--- src/rtl/alu_pkg.sv ---
// Shared definitions for the ALU dispatch slice: opcodes, ALU select
// codes and the registered dispatch payload.
package alu_pkg;

    localparam logic [6:0] OPC_LOAD   = 7'b0000011;
    localparam logic [6:0] OPC_OP_IMM = 7'b0010011;
    localparam logic [6:0] OPC_AUIPC  = 7'b0010111;
    localparam logic [6:0] OPC_STORE  = 7'b0100011;
    localparam logic [6:0] OPC_OP     = 7'b0110011;
    localparam logic [6:0] OPC_LUI    = 7'b0110111;
    localparam logic [6:0] OPC_BRANCH = 7'b1100011;
    localparam logic [6:0] OPC_JALR   = 7'b1100111;
    localparam logic [6:0] OPC_JAL    = 7'b1101111;

    typedef enum logic [3:0] {
        ALU_ADD  = 4'h0,
        ALU_SLL  = 4'h1,
        ALU_SLT  = 4'h2,
        ALU_SLTU = 4'h3,
        ALU_XOR  = 4'h4,
        ALU_SRL  = 4'h5,
        ALU_OR   = 4'h6,
        ALU_AND  = 4'h7,
        ALU_SUB  = 4'h8,
        ALU_SRA  = 4'hD
    } alu_sel_e;

    typedef struct packed {
        logic [31:0] a;
        logic [31:0] b;
        alu_sel_e    sel;
        logic [4:0]  rd;
        logic        we;
        logic        branch;
        logic        br_inv;
        logic [31:0] store_data;
        logic [31:0] pc;
        logic        illegal;
    } dispatch_t;

endpackage

--- src/rtl/alu_decode.sv ---
// Combinational RV32I decode: instruction, pc and register data in,
// ALU operands, select code and writeback/branch controls out.
module alu_decode
    import alu_pkg::*;
(
    input  logic [31:0] instr_i,
    input  logic [31:0] pc_i,
    input  logic [31:0] rs1_i,
    input  logic [31:0] rs2_i,
    output dispatch_t   d_o
);

    logic [6:0]  opc;
    logic [2:0]  f3;
    logic [6:0]  f7;
    logic [4:0]  rd;
    logic [31:0] imm_i;
    logic [31:0] imm_s;
    logic [31:0] imm_u;

    assign opc   = instr_i[6:0];
    assign f3    = instr_i[14:12];
    assign f7    = instr_i[31:25];
    assign rd    = instr_i[11:7];
    assign imm_i = {{20{instr_i[31]}}, instr_i[31:20]};
    assign imm_s = {{20{instr_i[31]}}, instr_i[31:25], instr_i[11:7]};
    assign imm_u = {instr_i[31:12], 12'h000};

    logic wr;
    logic ill;

    // Per-opcode operand/select selection, then illegal squashing
    always_comb begin
        d_o            = '0;
        d_o.a          = rs1_i;
        d_o.b          = rs2_i;
        d_o.sel        = ALU_ADD;
        d_o.rd         = rd;
        d_o.store_data = rs2_i;
        d_o.pc         = pc_i;
        wr             = 1'b0;
        ill            = 1'b0;
        case (opc)
            OPC_OP: begin
                wr      = 1'b1;
                d_o.sel = alu_sel_e'({instr_i[30], f3});
                if (f7 != 7'h00 && f7 != 7'h20)
                    ill = 1'b1;
                if (instr_i[30] && f3 != 3'd0 && f3 != 3'd5)
                    ill = 1'b1;
            end
            OPC_OP_IMM: begin
                wr = 1'b1;
                d_o.sel = alu_sel_e'({(f3 == 3'd5) & instr_i[30], f3});
                if (f3 == 3'd1 || f3 == 3'd5) begin
                    d_o.b = {27'd0, instr_i[24:20]};
                    if ((f7 & 7'b1011111) != 7'd0)
                        ill = 1'b1;
                end else begin
                    d_o.b = imm_i;
                end
            end
            OPC_LOAD: begin
                wr    = 1'b1;
                d_o.b = imm_i;
            end
            OPC_STORE: begin
                d_o.b = imm_s;
            end
            OPC_LUI: begin
                wr    = 1'b1;
                d_o.a = '0;
                d_o.b = imm_u;
            end
            OPC_AUIPC: begin
                wr    = 1'b1;
                d_o.a = pc_i;
                d_o.b = imm_u;
            end
            OPC_JAL, OPC_JALR: begin
                // Link value pc+4; the jump target is formed elsewhere
                wr    = 1'b1;
                d_o.a = pc_i;
                d_o.b = 32'd4;
            end
            OPC_BRANCH: begin
                d_o.branch = 1'b1;
                case (f3)
                    3'd0: begin d_o.sel = ALU_SUB;  d_o.br_inv = 1'b0; end
                    3'd1: begin d_o.sel = ALU_SUB;  d_o.br_inv = 1'b1; end
                    3'd4: begin d_o.sel = ALU_SLT;  d_o.br_inv = 1'b1; end
                    3'd5: begin d_o.sel = ALU_SLT;  d_o.br_inv = 1'b0; end
                    3'd6: begin d_o.sel = ALU_SLTU; d_o.br_inv = 1'b1; end
                    3'd7: begin d_o.sel = ALU_SLTU; d_o.br_inv = 1'b0; end
                    default: ill = 1'b1;
                endcase
            end
            default: ill = 1'b1;
        endcase
        if (ill) begin
            d_o.sel    = ALU_ADD;
            d_o.branch = 1'b0;
            d_o.br_inv = 1'b0;
        end
        d_o.illegal = ill;
        d_o.we      = wr & ~ill & (rd != 5'd0);
    end

endmodule

--- src/rtl/alu_dispatch.sv ---
// Valid/ready pipeline register feeding the ALU from decoded RV32I.
// Optional input skid buffer enabled by defining ALU_DISPATCH_SKID_EN.
module alu_dispatch
    import alu_pkg::*;
#(
    parameter int          XLEN     = 32,
    parameter logic [31:0] RESET_PC = 32'h0000_0000
) (
    input  logic            clk,
    input  logic            rst,
    input  logic            flush,
    input  logic            in_valid,
    output logic            in_ready,
    input  logic [31:0]     in_instr,
    input  logic [XLEN-1:0] in_pc,
    input  logic [XLEN-1:0] in_rs1_data,
    input  logic [XLEN-1:0] in_rs2_data,
    output logic            out_valid,
    input  logic            out_ready,
    output logic [XLEN-1:0] out_a,
    output logic [XLEN-1:0] out_b,
    output logic [3:0]      out_sel,
    output logic [4:0]      out_rd,
    output logic            out_we,
    output logic            out_branch,
    output logic            out_br_inv,
    output logic [XLEN-1:0] out_store_data,
    output logic [XLEN-1:0] out_pc,
    output logic            out_illegal
);

    dispatch_t dec_d;
    dispatch_t pay_q;
    logic      valid_q;
    logic      load_out;
    dispatch_t pay_rst;

    alu_decode u_decode (
        .instr_i (in_instr),
        .pc_i    (in_pc),
        .rs1_i   (in_rs1_data),
        .rs2_i   (in_rs2_data),
        .d_o     (dec_d)
    );

    // Reset payload: everything zero except the pc
    always_comb begin
        pay_rst    = '0;
        pay_rst.pc = RESET_PC;
    end

    assign load_out = !valid_q || out_ready;

`ifdef ALU_DISPATCH_SKID_EN
    dispatch_t skid_q;
    logic      skid_full_q;

    assign in_ready = !skid_full_q;

    // Output register refills from the skid first; stalled arrivals park
    always_ff @(posedge clk or posedge rst) begin
        if (rst) begin
            valid_q     <= 1'b0;
            pay_q       <= pay_rst;
            skid_q      <= pay_rst;
            skid_full_q <= 1'b0;
        end else if (flush) begin
            valid_q     <= 1'b0;
            skid_full_q <= 1'b0;
        end else if (load_out) begin
            if (skid_full_q) begin
                pay_q       <= skid_q;
                valid_q     <= 1'b1;
                skid_full_q <= 1'b0;
            end else begin
                valid_q <= in_valid;
                if (in_valid)
                    pay_q <= dec_d;
            end
        end else if (in_valid && !skid_full_q) begin
            skid_q      <= dec_d;
            skid_full_q <= 1'b1;
        end
    end
`else
    assign in_ready = flush || load_out;

    // Single pipeline register; flush drops held and arriving work
    always_ff @(posedge clk or posedge rst) begin
        if (rst) begin
            valid_q <= 1'b0;
            pay_q   <= pay_rst;
        end else if (flush) begin
            valid_q <= 1'b0;
        end else if (load_out) begin
            valid_q <= in_valid;
            if (in_valid)
                pay_q <= dec_d;
        end
    end
`endif

    assign out_valid      = valid_q;
    assign out_a          = pay_q.a;
    assign out_b          = pay_q.b;
    assign out_sel        = pay_q.sel;
    assign out_rd         = pay_q.rd;
    assign out_we         = pay_q.we;
    assign out_branch     = pay_q.branch;
    assign out_br_inv     = pay_q.br_inv;
    assign out_store_data = pay_q.store_data;
    assign out_pc         = pay_q.pc;
    assign out_illegal    = pay_q.illegal;

endmodule
--- config.mk ---
export PLATFORM = sky130hd
export DESIGN_NAME = alu_dispatch
export DESIGN_NICKNAME = d
export VERILOG_FILES = /design/src/rtl/alu_pkg.sv /design/src/rtl/alu_decode.sv /design/src/rtl/alu_dispatch.sv
export SDC_FILE = /design/constraint.sdc
export NUM_CORES = 1
export LEC_CHECK = 0
export BUFFER_PORTS_ARGS = -buffer_cell sky130_fd_sc_hd__buf_2
export CORE_MARGIN = 2
export CORE_UTILIZATION = 35
export CTS_CLUSTER_SIZE = 14
export DETAILED_ROUTE_END_ITERATION = 8
export MAX_ROUTING_LAYER = met4
export PLACE_DENSITY = 0.69
export SETUP_SLACK_MARGIN = 0.2
export SLEW_MARGIN = 20
export SYNTH_ARGS = -nofsm -noshare
export SYNTH_HDL_FRONTEND = slang
export SYNTH_SLANG_ARGS = --single-unit
--- constraint.sdc ---
create_clock -name clk -period 5.35 [get_ports clk]
set_input_delay 0 -clock clk [delete_from_list [all_inputs] [get_ports clk]]
set_output_delay 0 -clock clk [all_outputs]
set_load 0.01 [all_outputs]
==> results of run 1 <==
[registers in the layout, summed over array words and instances (netlist names)]
| name | count |
|---|---|
| out_a | 32 |
| out_b | 32 |
| out_br_inv | 1 |
| out_branch | 1 |
| out_illegal | 1 |
| out_pc | 32 |
| out_rd | 5 |
| out_sel | 4 |
| out_store_data | 32 |
| out_valid | 1 |
| out_we | 1 |
[power by group through the flow]
stage	registers, W	logic, W	clock network, W
CTS	0.00131	0.000647	0.00129
global route	0.00133	0.000718	0.00134
global placement	0.00132	0.000558	0
floorplan	0.00140	0.000196	0
finish	0.00131	0.000656	0.00127
detailed placement	0.00132	0.000568	0
[worst max-delay path: cells and delay by family (launching register included)]
kind / cells / cell delay (ns)
AOI/OAI and AO/OA: 1 / 0.24
buffers and inverters: 3 / 1.77
DFF: 1 / 0.37
and+or+nand+nor: 3 / 0.39
[final cells by class]
cell class | instances | area share
tap | 225 | 0.02898
clock buffer | 23 | 0.04816
antenna | 3 | 0.0007727
clock inverter | 9 | 0.01636
inverter | 9 | 0.003992
timing repair buffer | 427 | 0.2959
sequential | 142 | 0.3657
multi-input combinational | 475 | 0.2401
[cells in the mapped netlist, drive strengths merged (2+ instances only)]
master / n
dfrtp: 142
nor2: 26
buf: 4
a221oi: 30
o21ai: 28
clkbuf: 44
or4: 2
inv: 9
nand3b: 2
nor4: 2
nor2b: 2
a21oi: 5
nand2: 305
o22ai: 5
a31oi: 2
nand3: 3
o31ai: 4
nor3: 3
nand2b: 6
a32oi: 33
[stage by stage]
stage               instance area, um^2  power [W]  utilization  setup slack (ns)  std cells
finish                             9716   0.003232       0.5676             2.460       1313
global route                       9711   0.003383       0.5673             2.327       1311
CTS                                9708   0.003241       0.5672             2.575       1310
detailed placement                 7650   0.001891       0.4469             2.989       1135
global placement                   7650   0.001879       0.4469             2.996       1135
floorplan                          6070   0.001596            -             1.540        674
[routing by layer]
metal | share of wire | wire length (um) | vias to the layer above
met5 | 0 | 0 | -
met4 | 0.047 | 1041 | 0
li1 | - | - | 3084
met2 | 0.48 | 10740 | 318
met1 | 0.40 | 8808 | 3199
met3 | 0.071 | 1583 | 88
[repair_timing]
| item | CTS | global route |
|---|---|---|
| setup endpoints to repair | 0 | 0 |
| hold buffers | 143 | 0 |
| endpoints found under the hold margin | 220 | 0 |
[how the worst max path moves through the flow]
stage | from | to | slack, ns
after floorplan | rst | out_a[0]$_DFFE_PP0P_ | 1.54
after global placement | out_valid$_DFFE_PP0P_ | out_branch$_DFFE_PP0P_ | 3.00
after detailed placement | out_valid$_DFFE_PP0P_ | out_branch$_DFFE_PP0P_ | 2.99
after CTS | out_valid$_DFFE_PP0P_ | out_a[19]$_DFFE_PP0P_ | 2.57
after global routing | out_valid$_DFFE_PP0P_ | out_a[23]$_DFFE_PP0P_ | 2.33
final | out_valid$_DFFE_PP0P_ | out_a[27]$_DFFE_PP0P_ | 2.46
[logic make-up (layout without fill, tap and decap cells)]
family / count (synthesis) / count (layout)
multiplexers: 1 / 1
other: 0 / 3
flip-flops: 142 / 142
AO/OA/AOI/OAI: 115 / 115
XOR/XNOR: 1 / 1
buffers and inverters: 57 / 468
AND/OR/NAND/NOR: 358 / 358
==> flow_summary.toml, run 1 <==
[yosys]
netlist-cell-type-count = 38
synth.largest_area_cell = "sky130_fd_sc_hd__dfrtp_1"
synth_edf_count = 0
main_combinational_cell_family_by_area_after_synthesis = "simple AND/OR/NAND/NOR gates"
synth_compound_area_frac = 0.1414
post_synth_main_area_contributors = "sky130_fd_sc_hd__dfrtp_1 (59%), sky130_fd_sc_hd__nand2_1 (19%), sky130_fd_sc_hd__a32oi_1 (4.8%)"
synthesis.instances = 674
synth.mux.area_fraction = 0.001855
synth_simple_gate_area_share = 0.2342
synth.net_count = 807
yosys.area.top_type_share = 0.5854
synth_xor_area_frac = 0.001443
synth_top_flop_cell = "sky130_fd_sc_hd__dfrtp_1"
async_flop_share = 1.000
ys_seq_area_frac = 0.5854
synth-warning-count = 0
yosys.area_share.adder = 0
post_synthesis_sequential_element_count = 142
synth_area_mm2 = 0.006070
syn_area_per_cell_um2 = 9.005

[timing]
final.setup_skew_ns = 0.007770
setup_violations = 0
rsz0062_at_grt = "no"
timing.max_slew.rel_slack = 0.3776
layout_worst_path_cycle_share = 0.5403
post_route_setup_tns_ns = 0
timing_worst_slew_pin_value_ns = 0.9335
timing.final.max_slew_violations = 0
final_critical_period_ns = 2.890
fmax_ghz = 0.3460
timing_hold_violations_final = 0
fin_hold_ws_ns = 0.03068

[setup_path]
worstPathCellList = "nand2b_1, nor2b_4, buf_4, buf_4, a32oi_1, dlygate4sd3_1, nand2_1"
startpoint_type = "flip-flop"
timing.rr.start = "out_valid$_DFFE_PP0P_"
timing.rr.end = "out_a[27]$_DFFE_PP0P_"
worstSetupEndpointType = "flip-flop"
cpPeakStageDelay_ns = 0.67
rr_worst_depth = 7
worst_path_max_delay_cell = "sky130_fd_sc_hd__buf_4"
crit_path_dat_ns = 3.25
crit_top_cell = "sky130_fd_sc_hd__buf_4"
timing.reg2reg.setup_slack_ns = 2.46
worst_ep_required_time_ns = 5.71
path_class = "flip-flop to flip-flop"
crit_fanout = 66

[power]
p_leak_nw = 5.025
combinationalPowerShare = 0.203
p_int_w = 0.002323
netSwitchingFraction = 0.2813
power.switching_w = 0.0009094
seqPwrFrac = 0.405
clock_power_share = 0.392
power_density_mw_per_mm2 = 332.7
worst_ir_drop_vdd_mv = 0.2213

[hold_path]
hold_path_startpoint = "in_instr[13]"
min_path_type = "input pin to flip-flop"
holdPathStages = 3
hold_path_end = "out_branch$_DFFE_PP0P_"

[floorplanning]
coreArea_mm2 = 0.01712
initial_utilization = 0.3546
placement_rows = 48
design.portCount = 276
die-area_mm2 = 0.01841
die_height_um = 135.7
die_w_um = 135.7

[global_route]
grt_start_max_net_pins = 101
number_of_global_route_vias_before_repair = 6693
grtUsageMet2 = 0.3844
wire_length_of_the_first_global_routing_pass_um = 34100
gr-total-overflow = 0
grt_util_met1 = 0.2883
grt_util_all_layers = 0.2453
met3_resource_use_gr = 0.06173
antenna_violations_before_repair = 1
grt_most_used_layer = "met2"

[clock_tree]
cts-buffers-inserted = 17
clock_transition_at_the_registers_of_the_reported_paths_ns = 0.06
cts.repair.resized = 0
clock_tree.root_cell = "sky130_fd_sc_hd__clkbuf_16"
cts.sink_count = 142
cts_buffer_depth = 2
cts-htree-levels = 4
clkLatencyLatePin_ns = 0.42
number_of_buffers_inserted_to_repair_setup_after_cts = 0
tritoncts_clock_tree = "done"

[final_layout]
sequential_cell_area_mm2 = 0.003553
most_frequent_cells_in_the_layout = "sky130_fd_sc_hd__nand2_1 (305), sky130_fd_sc_hd__buf_2 (275), sky130_fd_sc_hd__dlygate4sd3_1 (143)"
layout_commonest_cell = "sky130_fd_sc_hd__nand2_1"
multi_input_area_mm2 = 0.002332
layout.nets = 1205
drive_gt1_frac = 0.2968
layout.filler_cells = 1493
area_growth_pct = 60.07

[route]
routed-via-count = 6689
detailedRoute.firstIterationViolations = 499
detail_route.first_pass.iterations = 5
antenna_left = 0
route.detailed.drc = 0
detail_route.vias_per_cell = 5.094
routedWlPerCell_um = 16.89
postRouteWirelength_um = 22170

[place]
detailedPlacementHpwl_um = 13510
placement.io_buffers = 275
final_weighted_congestion_in_routability_driven_placement = 0.8512

[run]
maxCapViolations = 0

[run_status]
status = "completed"
No activity file was read; power rests on OpenSTA's default activity.
==> inputs of run 2 (changes only) <==
==> constraint.sdc (replaced) <==
create_clock -name clk -period 2.9 [get_ports clk]
set_input_delay 0 -clock clk [delete_from_list [all_inputs] [get_ports clk]]
set_output_delay 0 -clock clk [all_outputs]
set_load 0.01 [all_outputs]
==> run 2 against run 1 <==
Net effect: first-iteration DRC count decreased by 6.8%; sequential cell count unchanged; sequential share of layout area increased by 0.22 points; critical path depth unchanged; clock power increased by 61%; sequential power increased by 84%; die area unchanged; largest cell class unchanged; highest routed layer unchanged; register-to-register slack got worse by 1.9 ns; non-clock buffer count unchanged; combinational power increased by 86%.
==> flow_summary.toml, run 2 (same netlist as run 1, synthesis figures left out) <==
[route]
route.top_layer_used = "met4"
met1_length_um = 8835
routed_wire_length_on_met2_um = 10760
route.detailed.drc = 0
antenna_left = 0
detail_route.first_pass.iterations = 5
detail_route.vias_per_cell = 5.046
routed-via-count = 6615
met3_wirelength_um = 1487
detailedRoute.firstIterationViolations = 465
routedWlPerCell_um = 16.64
postRouteWirelength_um = 21820

[timing]
rsz0062_at_grt = "no"
timing_hold_violations_final = 0
final.setup_skew_ns = 0.007769
layout_worst_path_cycle_share = 0.8117
fin_hold_ws_ns = 0.04620
timing.final.max_slew_violations = 0
timing_worst_slew_pin_value_ns = 0.8693
fmax_ghz = 0.4248
post_route_setup_tns_ns = 0
final_critical_period_ns = 2.354
timing.max_slew.rel_slack = 0.4204
setup_violations = 0

[clock_tree]
tritoncts_clock_tree = "done"
cts_buffer_depth = 2
clkLatencyLatePin_ns = 0.41
cts-buffers-inserted = 17
cts-htree-levels = 4
number_of_buffers_inserted_to_repair_setup_after_cts = 0
clock_transition_at_the_registers_of_the_reported_paths_ns = 0.06
clock_tree.root_cell = "sky130_fd_sc_hd__clkbuf_16"
cts.sink_count = 142

[global_route]
antenna_violations_before_repair = 1
grt_util_all_layers = 0.2415
grt_start_max_net_pins = 117
gr-total-overflow = 0
number_of_global_route_vias_before_repair = 6628
wire_length_of_the_first_global_routing_pass_um = 33820

[final_layout]
drive_gt1_frac = 0.2995
area_growth_pct = 59.10
layout_commonest_cell = "sky130_fd_sc_hd__nand2_1"
layout.nets = 1205
most_frequent_cells_in_the_layout = "sky130_fd_sc_hd__nand2_1 (305), sky130_fd_sc_hd__buf_2 (275), sky130_fd_sc_hd__dlygate4sd3_1 (142), sky130_fd_sc_hd__dfrtp_1 (142), sky130_fd_sc_hd__a32oi_1 (33)"

[run]
maxCapViolations = 0

[setup_path]
startpoint = "out_valid$_DFFE_PP0P_"
worstPathCellList = "nand2b_1, nand2b_4, nor3_2, buf_4, a32oi_1, dlygate4sd3_1, nand2_1"
worst_ep_required_time_ns = 3.25
crit_path_dat_ns = 2.70
worstSetupEndpointType = "flip-flop"
worst_path_max_delay_cell = "sky130_fd_sc_hd__dlygate4sd3_1"
timing.rr.start = "out_valid$_DFFE_PP0P_"
cpPeakStageDelay_ns = 0.62
path_class = "flip-flop to flip-flop"
startpoint_type = "flip-flop"
crit_fanout = 41

[hold_path]
hold_path_startpoint = "in_instr[13]"
min_path_type = "input pin to flip-flop"

[power]
netSwitchingFraction = 0.2997
clock_power_share = 0.361
seqPwrFrac = 0.424
power_density_mw_per_mm2 = 588.8
worst_ir_drop_vdd_mv = 0.3734
power.switching_w = 0.001704
p_int_w = 0.003982
combinationalPowerShare = 0.215
p_leak_nw = 4.989

[floorplanning]
design.portCount = 276
placement_rows = 48
die-area_mm2 = 0.01841
coreArea_mm2 = 0.01712
die_w_um = 135.7
initial_utilization = 0.3546
die_height_um = 135.7

[run_status]
status = "completed"

[place]
detailedPlacementHpwl_um = 13590
final_weighted_congestion_in_routability_driven_placement = 0.8893
placement.io_buffers = 275
==> run 2: area by class of cell <==
class                           count  area [um^2]
Inverter                            9        37.54
Clock buffer                       19        432.9
Antenna cell                        1        2.502
Tap cell                          225        281.5
Clock inverter                     13        118.9
Sequential cell                   142         3553
Timing Repair Buffer              427         2898
Multi-Input combinational cell    475         2332
Fill cell                        1480         7460
==> run 2: per-layer routing <==
metal / global-route usage / up-vias
met2: 0.3844 / 316
li1: - / 3085
met4: 0.1071 / 0
met1: 0.2924 / 3162
met3: 0.05836 / 52
met5: - / -
==> run 2: worst paths after layout <==
path | to | slack, ns | cells past startpoint
setup / recovery | out_a[25]$_DFFE_PP0P_ | 0.55 | 7
hold / removal | out_sel[1]$_DFFE_PP0P_ | 0.05 | 3
setup reg to reg | out_a[25]$_DFFE_PP0P_ | 0.55 | 7
hold reg to reg | out_a[12]$_DFFE_PP0P_ | 0.46 | 2
max in group asynchronous | out_store_data[2]$_DFFE_PP0P_ | 2.12 | 4
min in group asynchronous | out_store_data[9]$_DFFE_PP0P_ | 0.27 | 4
==> run 2: through the flow <==
stage          cells  total power, W  utilization  instance area, um^2  worst slack (ns)
3_5_place_dp    1136        0.003496       0.4488                 7681            0.9026
4_1_cts         1310        0.005718       0.5640                 9654            0.5708
6_report        1311        0.005686       0.5642                 9657            0.5460
2_1_floorplan    674        0.002945            -                 6073             1.119
3_3_place_gp    1136        0.003469       0.4488                 7681            0.9290
5_1_grt         1311        0.005978       0.5642                 9657            0.3503
==> run 2: repair_timing <==
| action | 4_1_cts | 5_1_grt |
|---|---|---|
| hold buffers | 142 | 0 |
| hold endpoints to repair | 280 | 0 |
| resized for setup | 0 | 0 |
==> run 2: power groups by stage <==
stage	Sequential (W)	Combinational [W]	Clock, W
2_1_floorplan	0.00258	0.000362	0
3_3_place_gp	0.00243	0.00104	0
3_5_place_dp	0.00244	0.00106	0
4_1_cts	0.00241	0.00120	0.00211
5_1_grt	0.00244	0.00134	0.00220
6_report	0.00241	0.00122	0.00205
==> run 2: critical path, delay by kind of cell, from the launching register on <==
kind	cells	cell delay, ns
simple gates	4	0.76
buf+inv	2	0.99
compound gates	1	0.11
flops	1	0.38
